[src/rtl/otter_mmio_logger.sv]
// otter_mmio_logger: OTTER IO-bus responder with a result FIFO, stream drain, sticky DONE and TOTAL count.
// Optional feature macro MMIO_LOGGER_TIMESTAMP_EN stamps each entry with a free-running cycle counter.
module otter_mmio_logger #(
  parameter logic [31:0] BASE_ADDR = 32'h0001_0000,
  parameter int unsigned DEPTH     = 16
) (
  input  logic        clk,
  input  logic        rst,
  input  logic        i_iobus_re,
  input  logic        i_iobus_we,
  input  logic [3:0]  i_iobus_sel,
  input  logic [31:0] i_iobus_addr,
  input  logic [31:0] i_iobus_wdata,
  output logic [31:0] o_iobus_data,
  output logic        o_hit,
  output logic        o_log_valid,
  output logic [31:0] o_log_data,
`ifdef MMIO_LOGGER_TIMESTAMP_EN
  output logic [31:0] o_log_time,
`endif
  input  logic        i_log_ready,
  output logic        o_overflow,
  output logic        o_done,
  output logic [31:0] o_done_code
);

  localparam int unsigned AW = $clog2(DEPTH);
  localparam int unsigned PW = AW + 1;
`ifdef MMIO_LOGGER_TIMESTAMP_EN
  localparam int unsigned EW = 64;
`else
  localparam int unsigned EW = 32;
`endif

  localparam logic [1:0] REG_DATA   = 2'd0;
  localparam logic [1:0] REG_STATUS = 2'd1;
  localparam logic [1:0] REG_DONE   = 2'd2;

  logic [EW-1:0] mem [DEPTH];
  logic [PW-1:0] rd_ptr;
  logic [PW-1:0] wr_ptr;
  logic [PW-1:0] rd_ptr_next;
  logic [PW-1:0] wr_ptr_next;
  logic [PW-1:0] count;
  logic [PW-1:0] count_next;
  logic [1:0]    reg_sel;
  logic [1:0]    unused_addr;
  logic          in_window;
  logic          wr_any;
  logic          data_wr;
  logic          status_wr;
  logic          done_wr;
  logic          full;
  logic          empty;
  logic          push;
  logic          pop;
  logic [31:0]   merged;
  logic [31:0]   rd_value;
  logic [31:0]   last_reg;
  logic [EW-1:0] entry;
  logic [EW-1:0] head_next;

  // Address decode; the low two address bits never select anything.
  assign reg_sel     = i_iobus_addr[3:2];
  assign unused_addr = i_iobus_addr[1:0];
  assign in_window   = (i_iobus_addr[31:4] == BASE_ADDR[31:4]);
  assign o_hit       = (i_iobus_re | i_iobus_we) & in_window;
  assign wr_any      = i_iobus_we & in_window & (i_iobus_sel != 4'b0000);
  assign data_wr     = wr_any & (reg_sel == REG_DATA);
  assign status_wr   = wr_any & (reg_sel == REG_STATUS);
  assign done_wr     = wr_any & (reg_sel == REG_DONE);

  // Byte-lane merge: disabled lanes read as zero.
  always_comb begin
    merged = '0;
    for (int i = 0; i < 4; i++) begin
      if (i_iobus_sel[i]) merged[8*i +: 8] = i_iobus_wdata[8*i +: 8];
    end
  end

  assign count       = wr_ptr - rd_ptr;
  assign full        = (count == PW'(DEPTH));
  assign empty       = (count == '0);
  assign pop         = o_log_valid & i_log_ready;
  assign push        = data_wr & (~full | pop);
  assign rd_ptr_next = rd_ptr + PW'(pop);
  assign wr_ptr_next = wr_ptr + PW'(push);
  assign count_next  = wr_ptr_next - rd_ptr_next;

`ifdef MMIO_LOGGER_TIMESTAMP_EN
  logic [31:0] timer;

  assign entry    = {timer, merged};
  assign last_reg = timer;

  always_ff @(posedge clk) begin
    if (rst) timer <= '0;
    else     timer <= timer + 32'd1;
  end
`else
  logic [31:0] total;

  assign entry    = merged;
  assign last_reg = total;

  // TOTAL counts every DATA write, dropped or not.
  always_ff @(posedge clk) begin
    if (rst)          total <= '0;
    else if (data_wr) total <= total + 32'd1;
  end
`endif

  // Next head: the word being pushed when it becomes the only entry, else storage.
  always_comb begin
    head_next = mem[rd_ptr_next[AW-1:0]];
    if (push && (count_next == PW'(1))) head_next = entry;
  end

  always_comb begin
    rd_value = '0;
    case (reg_sel)
      REG_DATA:   rd_value = 32'(count);
      REG_STATUS: rd_value = {16'(count), 11'b0, o_overflow, full, empty, o_done, 1'b0};
      REG_DONE:   rd_value = o_done_code;
      default:    rd_value = last_reg;
    endcase
  end

  always_ff @(posedge clk) begin
    if (push) mem[wr_ptr[AW-1:0]] <= entry;
  end

  always_ff @(posedge clk) begin
    if (rst) begin
      rd_ptr       <= '0;
      wr_ptr       <= '0;
      o_iobus_data <= '0;
      o_log_valid  <= 1'b0;
      o_log_data   <= '0;
`ifdef MMIO_LOGGER_TIMESTAMP_EN
      o_log_time   <= '0;
`endif
      o_overflow   <= 1'b0;
      o_done       <= 1'b0;
      o_done_code  <= '0;
    end else begin
      rd_ptr       <= rd_ptr_next;
      wr_ptr       <= wr_ptr_next;
      o_iobus_data <= (i_iobus_re & in_window) ? rd_value : '0;
      o_log_valid  <= (count_next != '0);
      // Empty stream keeps presenting the last head word.
      if (count_next != '0) begin
        o_log_data <= head_next[31:0];
`ifdef MMIO_LOGGER_TIMESTAMP_EN
        o_log_time <= head_next[63:32];
`endif
      end
      if (data_wr && full && !pop)              o_overflow <= 1'b1;
      else if (status_wr && i_iobus_wdata[0])   o_overflow <= 1'b0;
      if (done_wr) begin
        o_done      <= 1'b1;
        o_done_code <= merged;
      end
    end
  end

endmodule

[config.mk]
export PLATFORM = sky130hd
export DESIGN_NAME = otter_mmio_logger
export DESIGN_NICKNAME = d
export VERILOG_FILES = /design/src/rtl/otter_mmio_logger.sv
export SDC_FILE = /design/constraint.sdc
export NUM_CORES = 1
export LEC_CHECK = 0
export ABC_CLOCK_PERIOD_IN_PS = 12700
export BUFFER_PORTS_ARGS = -buffer_cell sky130_fd_sc_hd__buf_2
export CAP_MARGIN = 25
export CORE_MARGIN = 2
export CORE_UTILIZATION = 24
export CTS_BUF_LIST = sky130_fd_sc_hd__clkbuf_4 sky130_fd_sc_hd__clkbuf_8 sky130_fd_sc_hd__clkbuf_16
export CTS_CLUSTER_SIZE = 30
export DETAILED_ROUTE_END_ITERATION = 8
export GPL_ROUTABILITY_DRIVEN = 0
export PLACE_DENSITY = 0.4
export SKIP_LAST_GASP = 1
export SLEW_MARGIN = 0
export SYNTH_ARGS = -nofsm -noshare
export SYNTH_HDL_FRONTEND = slang
export SYNTH_SLANG_ARGS = --single-unit
[constraint.sdc]
create_clock -name clk -period 12.7 [get_ports clk]
set_clock_uncertainty 0.2 [all_clocks]
set_input_delay 2.54 -clock clk [delete_from_list [all_inputs] [get_ports clk]]
set_output_delay 2.54 -clock clk [all_outputs]
set_load 0.05 [all_outputs]
==> impl_metrics.env, run 1 <==
export IMPL_status="finished, final reports clean"
export IMPL_wire_per_inst_microns=22.8
export IMPL_ios=173
export IMPL_power_density_nw_per_um2=163
export IMPL_timing_critical_path_required_ps=13020
export IMPL_drv_cap=0
export IMPL_syn_avg_cell_area_sq_um=15.5
export IMPL_p_seq_frac=0.464
export IMPL_power_leakage_uw=0.0100
export IMPL_ys_seq_area_frac=0.705
export IMPL_switching_share=0.244
export IMPL_die_area_sq_um=110000
export IMPL_synthFlopType="edfxtp_1"
export IMPL_fillCellCount=10768
export IMPL_vias_per_cell=4.48
export IMPL_multi_input_area_sq_um=7220
export IMPL_drt_pass1_iterations=5
export IMPL_die_y_microns=332
export IMPL_synth_seq_cells=653
export IMPL_yosysWarnings=0
export IMPL_row_count=120
export IMPL_place_hpwl_microns=43500
export IMPL_synth_top_family_by_area="multiplexers"
export IMPL_drive_above_1_share=0.264
export IMPL_synth_edf_count=512
export IMPL_nets=1951
export IMPL_antenna_found_initial=0
export IMPL_dr_first_iter_drc_count=938
export IMPL_clockBufferDepth=3
export IMPL_internal_power_uw=3840
export IMPL_synth_compound_area_frac=0.0329
export IMPL_combPwrFrac=0.120
export IMPL_async_reset_ff_frac=0
export IMPL_die_w_microns=332
export IMPL_utilization=0.290
export IMPL_period_share=0.560
export IMPL_fin_setup_tns_ps=0
export IMPL_ys_top_cells_by_area="edfxtp_1 60%, mux4_2 12%, dfxtp_1 11%"
export IMPL_hold_path_class="flop to flop"
export IMPL_grt_overflow=0
export IMPL_critPathKind="input pin to flop"
export IMPL_synth_top_cell_area_share=0.595
export IMPL_ir_drop_mv=0.0792
export IMPL_drc=0
export IMPL_synthXorXnorAreaFrac=0.0105
export IMPL_cts_resized=0
export IMPL_place_port_buffers=170
export IMPL_worstPathArrival_ps=7440
export IMPL_initial_core_util=0.242
export IMPL_grt_pass1_wl_microns=109000
export IMPL_synth_fa_ha_area_frac=0.00833
export IMPL_vias=14883
export IMPL_setup_viol_count_final=0
export IMPL_seq_area_sq_um=18200
export IMPL_slew_headroom=0.428
export IMPL_htreeDepth=3
export IMPL_rsz0062_at_grt="no"
export IMPL_fmax_mhz=141
export IMPL_cts_root_buf="clkbuf_16"
export IMPL_core_area_sq_um=107000
export IMPL_synthDistinctLibCells=55
export IMPL_final_antenna_net_count=0
export IMPL_tritoncts_num_buffers=73
export IMPL_cts_sinks=653
export IMPL_start_kind="input pin"
export IMPL_worstMarginPinSlew_ps=859
export IMPL_routed_wl_microns=75600
export IMPL_synthCells=1670
export IMPL_synthSimpleGateAreaFrac=0.0923
export IMPL_clkTransAtPathRegs_ps=60
export IMPL_syn_to_final_growth_pct=20.1
export IMPL_clk_latency_ps=610
export IMPL_slew_viol_final=0
export IMPL_cp_max_fo=26
export IMPL_grt_max_degree=63
export IMPL_end_kind="flop"
export IMPL_hold_viol_final=0
export IMPL_syn_num_nets=1759
export IMPL_final_min_clock_period_ps=7120
export IMPL_synth_top_cell_by_area="edfxtp_1"
export IMPL_cts_tree="yes"
export IMPL_power_net_switching_uw=1230
export IMPL_ctsHoldBuffers=0
export IMPL_clkPwrFrac=0.416
export IMPL_largest_reg_flops=512
export IMPL_grt_usage=0.136
export IMPL_grt_pass1_vias=15862
export IMPL_synth_area_mux_share=0.129
export IMPL_synth_area_sq_um=25800
export IMPL_diodes=0
export IMPL_post_cts_buffers=0
kinds of logic (layout without fill, tap and decap cells):
group                    Yosys count  in the layout
flip-flops                       653            653
XOR/XNOR                          31             31
adder cells (fa/ha/maj)           16             16
multiplexers                     166            166
AND/OR/NAND/NOR                  529            529
AO/OA/AOI/OAI                    135            135
buffers and inverters            140            389
synthesized netlist by cell type, types with 2 or more instances:
master	n
edfxtp_1	512
nand2_1	300
dfxtp_1	141
mux4_2	132
nor2_1	74
nand3_1	57
clkbuf_1	48
a21oi_1	45
inv_1	45
o21ai_0	40
o221ai_1	30
buf_2	27
mux2i_1	25
xor2_1	24
nand4_1	16
ha_1	14
buf_1	13
and2_1	12
nor4_1	12
and3_1	10
mux2_2	9
nor3_1	7
or3_1	7
xnor2_1	7
nor2b_1	6
a22oi_1	5
o211ai_1	5
and4_1	4
buf_4	4
nand3b_1	4
nor3b_1	3
nor4b_1	3
a21o_1	2
fa_1	2
nand2b_1	2
nor3_4	2
or2_2	2
or4_1	2
power groups by stage:
stage               registers [uW]  clock network [uW]  logic [uW]
CTS                           2350                2170         605
global route                  2350                2250         659
detailed placement            2400                   0         603
finish                        2350                2110         607
global placement              2400                   0         600
floorplan                     2490                   0         346
metal layers:
layer	track usage	wire length (microns)	up-vias
li1	-	-	6693
met2	0.242	38700	265
met3	0.0274	3060	97
met5	0	0	-
met4	0.0423	1680	0
met1	0.166	32200	7828
through the flow:
stage | worst slack (ps) | hold WS [ps] | cells | area [sq um] | power, uW
after global routing | 5320 | 291 | 3322 | 31000 | 5260
after detailed placement | 4530 | 247 | 3184 | 28500 | 3000
after CTS | 5170 | 266 | 3316 | 30900 | 5130
after floorplan | 4970 | 258 | 1670 | 25800 | 2830
final | 5580 | 259 | 3322 | 31000 | 5070
after global placement | 4340 | 248 | 3183 | 28500 | 3000
cell type report:
class                      count  area share
clock buffer                 107      0.0699
multi-input combinational    877       0.233
inverter                      46     0.00557
timing repair buffer         211      0.0406
sequential                   653       0.587
clock inverter                25     0.00783
tap                         1403      0.0566
worst paths after layout:
check | start | to | slack [ps] | depth (start not counted)
setup / recovery | i_iobus_sel[3] | o_log_data[22] | 5580 | 17
hold / removal | o_log_data[13] | o_log_data[13] | 260 | 2
setup reg to reg | wr_ptr[0] | o_log_data[22] | 6590 | 19
hold reg to reg | o_log_data[13] | o_log_data[13] | 260 | 2
critical path, cell delays in order:
cell      delay, ps
buf_2           370
nor4_2          180
or4b_4          580
nor3_4          210
nand2_1         260
inv_2           210
ha_1            200
ha_1            200
xor2_1          290
ha_1            320
xor2_1          170
nor4bb_1        360
o21ai_0         150
mux2i_1         450
nand3_2         380
buf_12          290
o221ai_1        200
layout by cell type (no fill, tap or decap), types with 30 or more instances in the layout:
cell / n
edfxtp_1: 512
nand2_1: 300
buf_2: 170
dfxtp_1: 141
mux4_2: 132
clkbuf_16: 75
nor2_1: 65
nand3_1: 56
a21oi_1: 45
inv_1: 44
o21ai_0: 40
buf_4: 34
o221ai_1: 30
(Power assumes the default switching activity.)
==> inputs of run 2 (changes only) <==
- ABC_CLOCK_PERIOD_IN_PS: 12700 -> 7300
- clock period: 12.7 -> 7.3 ns (I/O delays scaled with it)
==> impl_metrics.env, run 2 (synthesis results as in run 1) <==
export IMPL_whs_endpoint="o_log_data[11]"
export IMPL_grt_usage=0.136
export IMPL_fmax_mhz=162
export IMPL_status="finished, final reports clean"
export IMPL_htreeDepth=3
export IMPL_worstHoldStart="o_log_data[11]"
export IMPL_place_hpwl_microns=45200
export IMPL_die_w_microns=332
export IMPL_cp_max_fo=32
export IMPL_largest_reg_flops=512
export IMPL_r2r_end="o_log_data[23]"
export IMPL_slew_headroom=0.309
export IMPL_drt_pass1_iterations=5
export IMPL_critPathKind="flop to flop"
export IMPL_dr_first_iter_drc_count=936
export IMPL_post_cts_buffers=0
export IMPL_timing_hold_ws_ps=257
export IMPL_fin_setup_tns_ps=0
export IMPL_drv_cap=0
export IMPL_hold_viol_final=0
export IMPL_period_share=0.844
export IMPL_final_common_cell="edfxtp_1"
export IMPL_ios=173
export IMPL_cts_root_buf="clkbuf_16"
export IMPL_cts_sinks=653
export IMPL_ctsHoldBuffers=0
export IMPL_start_kind="flop"
export IMPL_reg2regPathDepth=19
export IMPL_hold_depth=2
export IMPL_final_antenna_net_count=0
export IMPL_dp_cells=3190
export IMPL_power_density_nw_per_um2=285
export IMPL_cts_resized=0
export IMPL_worstMarginPinSlew_ps=1030
export IMPL_worstPathArrival_ps=6430
export IMPL_layout_common_cells="512 x edfxtp_1, 300 x nand2_1, 170 x buf_2"
export IMPL_hold_path_class="flop to flop"
export IMPL_fin_area_sq_um=31000
export IMPL_power_leakage_uw=0.0100
export IMPL_place_port_buffers=170
export IMPL_wire_per_inst_microns=22.5
export IMPL_grt_overflow=0
export IMPL_initial_core_util=0.242
export IMPL_stdcell_count=3327
export IMPL_drive_above_1_share=0.263
export IMPL_die_y_microns=332
export IMPL_final_min_clock_period_ps=6160
export IMPL_r2r_start="wr_ptr[0]"
export IMPL_core_area_sq_um=107000
export IMPL_end_kind="flop"
export IMPL_routed_wl_microns=74800
export IMPL_grt_pass1_wl_microns=110000
export IMPL_slew_viol_final=0
export IMPL_grt_max_degree=129
export IMPL_cts_tree="yes"
export IMPL_nets=1952
export IMPL_timing_critical_path_required_ps=7570
export IMPL_die_area_sq_um=110000
export IMPL_tritoncts_num_buffers=74
export IMPL_placed_cell_area_sq_um=28600
export IMPL_setup_viol_count_final=0
export IMPL_vias=14969
export IMPL_drc=0
export IMPL_syn_to_final_growth_pct=20.1
export IMPL_ir_drop_mv=0.164
export IMPL_rsz0062_at_grt="no"
export IMPL_clk_latency_ps=630
export IMPL_clockBufferDepth=3
export IMPL_row_count=120
export IMPL_grt_pass1_vias=16015
export IMPL_clkTransAtPathRegs_ps=60
export IMPL_r2r_setup_slack_ps=1140
export IMPL_antenna_found_initial=2
export IMPL_vias_per_cell=4.50
run 2: cell types whose count changed in the layout (fill, tap and decap cells not counted), moves of 2 or more:
cell and change:
bufinv_16 +2, clkinv_2 +5, clkbuf_8 -7, clkbuf_4 -7, buf_4 +2, inv_6 +3, clkinv_1 +5
run 2: power by group:
group          switching (uW)  total (uW)  leakage, uW  internal (uW)
combinational             646        1040      0.00360            395
sequential               39.1        4090      0.00520           4050
clock                    1500        3710      0.00121           2210
total                    2190        8840       0.0100           6650
run 2: through the flow:
| step | setup WS [ps] | util | total power, uW |
|---|---|---|---|
| 3_3_place_gp | 709 | 0.267 | 5240 |
| 5_1_grt | 650 | 0.290 | 9200 |
| 6_report | 1140 | 0.290 | 8840 |
| 2_1_floorplan | 648 | - | 4920 |
| 3_5_place_dp | 603 | 0.267 | 5240 |
| 4_1_cts | 1170 | 0.290 | 9000 |
run 2: cell type report:
type                       count  area [sq um]
antenna                        1          2.50
tap                         1403          1760
multi-input combinational    877          7220
clock inverter                42           393
timing repair buffer         211          1240
clock buffer                  94          2040
fill                       10745         75900
inverter                      46           173
sequential                   653         18200
run 2: critical path: stages, from the launching register on:
cell	delay, ps
dfxtp_1	520
inv_1	140
ha_1	220
inv_1	70
fa_1	490
nor3_1	200
inv_1	120
or4_1	530
nand2_1	300
inv_2	150
ha_1	230
ha_1	330
fa_1	440
xor2_1	190
nor4bb_1	390
o21ai_0	150
mux2i_1	400
a21o_2	190
buf_4	500
o221ai_1	190
run 2: worst max-delay path by stage:
stage	cells after the start	end	startpoint	slack, ps
final	19	o_log_data[23]	wr_ptr[0]	1140
after global routing	19	o_log_data[11]	wr_ptr[0]	650
after CTS	19	o_log_data[30]	wr_ptr[0]	1170
after detailed placement	16	o_log_data[28]	i_iobus_sel[1]	600
after global placement	18	o_log_data[28]	i_iobus_sel[1]	710
after floorplan	5	mem[0][0]	i_iobus_addr[3]	650
run 2: layer usage:
layer,share of wire,track usage,up-vias,wire length (microns)
li1,-,-,6739,-
met1,0.42,0.166,7860,31600
met2,0.51,0.242,269,38400
met3,0.033,0.0205,101,2490
met4,0.032,0.0506,0,2360
met5,0,0,-,0
==> inputs of run 3 (changes only) <==
- ABC_CLOCK_PERIOD_IN_PS: 7300 -> 5100
- PLACE_DENSITY: 0.4 -> 0.41
- clock period: 7.3 -> 5.1 ns (I/O delays scaled with it)
==> impl_metrics.env, run 3 (synthesis results as in run 1) <==
export IMPL_period_share=0.966
export IMPL_drt_pass1_iterations=5
export IMPL_syn_to_final_growth_pct=23.2
export IMPL_fin_area_sq_um=31800
export IMPL_grt_pass1_vias=16022
export IMPL_slew_headroom=0.298
export IMPL_cp_top_family="simple AND/OR/NAND/NOR gates"
export IMPL_critical_path_slowest_cell="or4_4"
export IMPL_ir_drop_mv=0.315
export IMPL_die_y_microns=332
export IMPL_critPathBufInv=3
export IMPL_vias_per_cell=4.46
export IMPL_place_port_buffers=170
export IMPL_power_density_nw_per_um2=402
export IMPL_dr_first_iter_drc_count=1048
export IMPL_cts_tree="yes"
export IMPL_cts_sinks=653
export IMPL_drive_above_1_share=0.295
export IMPL_drv_cap=0
export IMPL_ctsHoldBuffers=0
export IMPL_routed_wl_microns=75900
export IMPL_layout_common_cells="512 x edfxtp_1, 299 x nand2_1, 170 x buf_2"
export IMPL_slowest_delay_ps=530
export IMPL_worstMarginPinSlew_ps=1050
export IMPL_clkTransAtPathRegs_ps=60
export IMPL_vias=15050
export IMPL_antenna_found_initial=1
export IMPL_cts_root_buf="clkbuf_16"
export IMPL_grt_max_degree=129
export IMPL_tritoncts_num_buffers=73
export IMPL_met1_length_microns=32400
export IMPL_htreeDepth=3
export IMPL_start_kind="flop"
export IMPL_clockBufferDepth=3
export IMPL_grt_usage=0.133
export IMPL_row_count=120
export IMPL_largest_reg_flops=512
export IMPL_slew_viol_final=0
export IMPL_grt_pass1_wl_microns=108000
export IMPL_final_common_cell="edfxtp_1"
export IMPL_initial_core_util=0.242
export IMPL_placed_cell_area_sq_um=29100
export IMPL_core_area_sq_um=107000
export IMPL_wl_met2_microns=39400
export IMPL_worstPathArrival_ps=5260
export IMPL_final_min_clock_period_ps=4930
export IMPL_hold_viol_final=0
export IMPL_seq_area_sq_um=18200
export IMPL_final_antenna_net_count=0
export IMPL_rsz0062_at_grt="no"
export IMPL_status="finished, final reports clean"
export IMPL_wl_met3_microns=2290
export IMPL_timing_critical_path_cells="ha_4, inv_1, fa_2, a21o_1, a21oi_2, xnor2_2, or4_4, nand2_4, inv_2, ha_1, ha_1, xor2_2, ha_4, xor2_2, nor4bb_2, o21ai_1, mux2i_4, nand3_4, buf_6, o221ai_1"
export IMPL_drc=0
export IMPL_timing_critical_path_required_ps=5440
export IMPL_die_w_microns=332
export IMPL_nets=2003
export IMPL_end_kind="flop"
export IMPL_top_layer="met4"
export IMPL_die_area_sq_um=110000
export IMPL_clk_latency_ps=610
export IMPL_fmax_mhz=203
export IMPL_diodes=0
export IMPL_fin_setup_tns_ps=0
export IMPL_grt_overflow=0
export IMPL_critPathKind="flop to flop"
export IMPL_ios=173
export IMPL_power_leakage_uw=0.0103
export IMPL_setup_viol_count_final=0
export IMPL_multi_input_area_sq_um=7420
export IMPL_fillCellCount=10793
export IMPL_wire_per_inst_microns=22.5
export IMPL_place_hpwl_microns=44600
export IMPL_cp_max_fo=7
export IMPL_hold_path_class="flop to flop"
run 3: cell count changes in the layout (fill, tap and decap cells not counted), sizes merged:
cell	change
buf	+49
clkbuf	+3
clkinvlp	-2
inv	-2
bufinv	+1
diode	-1
run 3: worst paths after layout:
kind                   from        endpoint  slack, ps  depth (start not counted)
max               rd_ptr[0]   o_log_data[6]        170                         20
min          o_log_data[11]  o_log_data[11]        260                          2
max reg2reg       rd_ptr[0]   o_log_data[6]        170                         20
min reg2reg  o_log_data[11]  o_log_data[11]        260                          2
run 3: per-layer routing:
metal / vias to the layer above / global-route usage
met3: 88 / 0.0170
met4: 0 / 0.0401
li1: 6816 / -
met2: 249 / 0.242
met5: - / 0
met1: 7897 / 0.165
run 3: final cells by class:
type	count	share of cell area
clock buffer	94	0.0639
multi-input combinational	877	0.233
timing repair buffer	263	0.0571
sequential	653	0.572
inverter	46	0.00543
clock inverter	39	0.0132
tap	1403	0.0552
run 3: metrics by stage:
step | std cells | total power (uW) | setup WS (ps) | util | hold WS (ps)
after floorplan | 1670 | 7050 | -858 | - | 258
after global placement | 3234 | 7540 | -117 | 0.272 | 243
after detailed placement | 3234 | 7560 | -160 | 0.272 | 249
after CTS | 3367 | 12900 | 4.49 | 0.295 | 267
after global routing | 3375 | 13300 | 2.89 | 0.298 | 294
final | 3375 | 12800 | 173 | 0.298 | 262
run 3: repair_timing:
action	in CTS	in global routing
setup endpoints to repair	0	33
buffers inserted	0	4
resized for setup	0	33
run 3: worst reg2reg max path: stages (launching register included):
cell and delay [ps]:
dfxtp_2 380, ha_4 140, inv_1 50, fa_2 390
a21o_1 200, a21oi_2 150, xnor2_2 90, or4_4 530
nand2_4 80, inv_2 40, ha_1 190, ha_1 230
xor2_2 260, ha_4 250, xor2_2 180, nor4bb_2 370
o21ai_1 180, mux2i_4 240, nand3_4 230, buf_6 270
o221ai_1 210
run 3: power by group:
part           switching, uW  internal [uW]  total (uW)  leakage, uW
clock                   2140           3190        5320      0.00121
combinational            948            663        1610      0.00392
sequential              54.5           5800        5860      0.00520
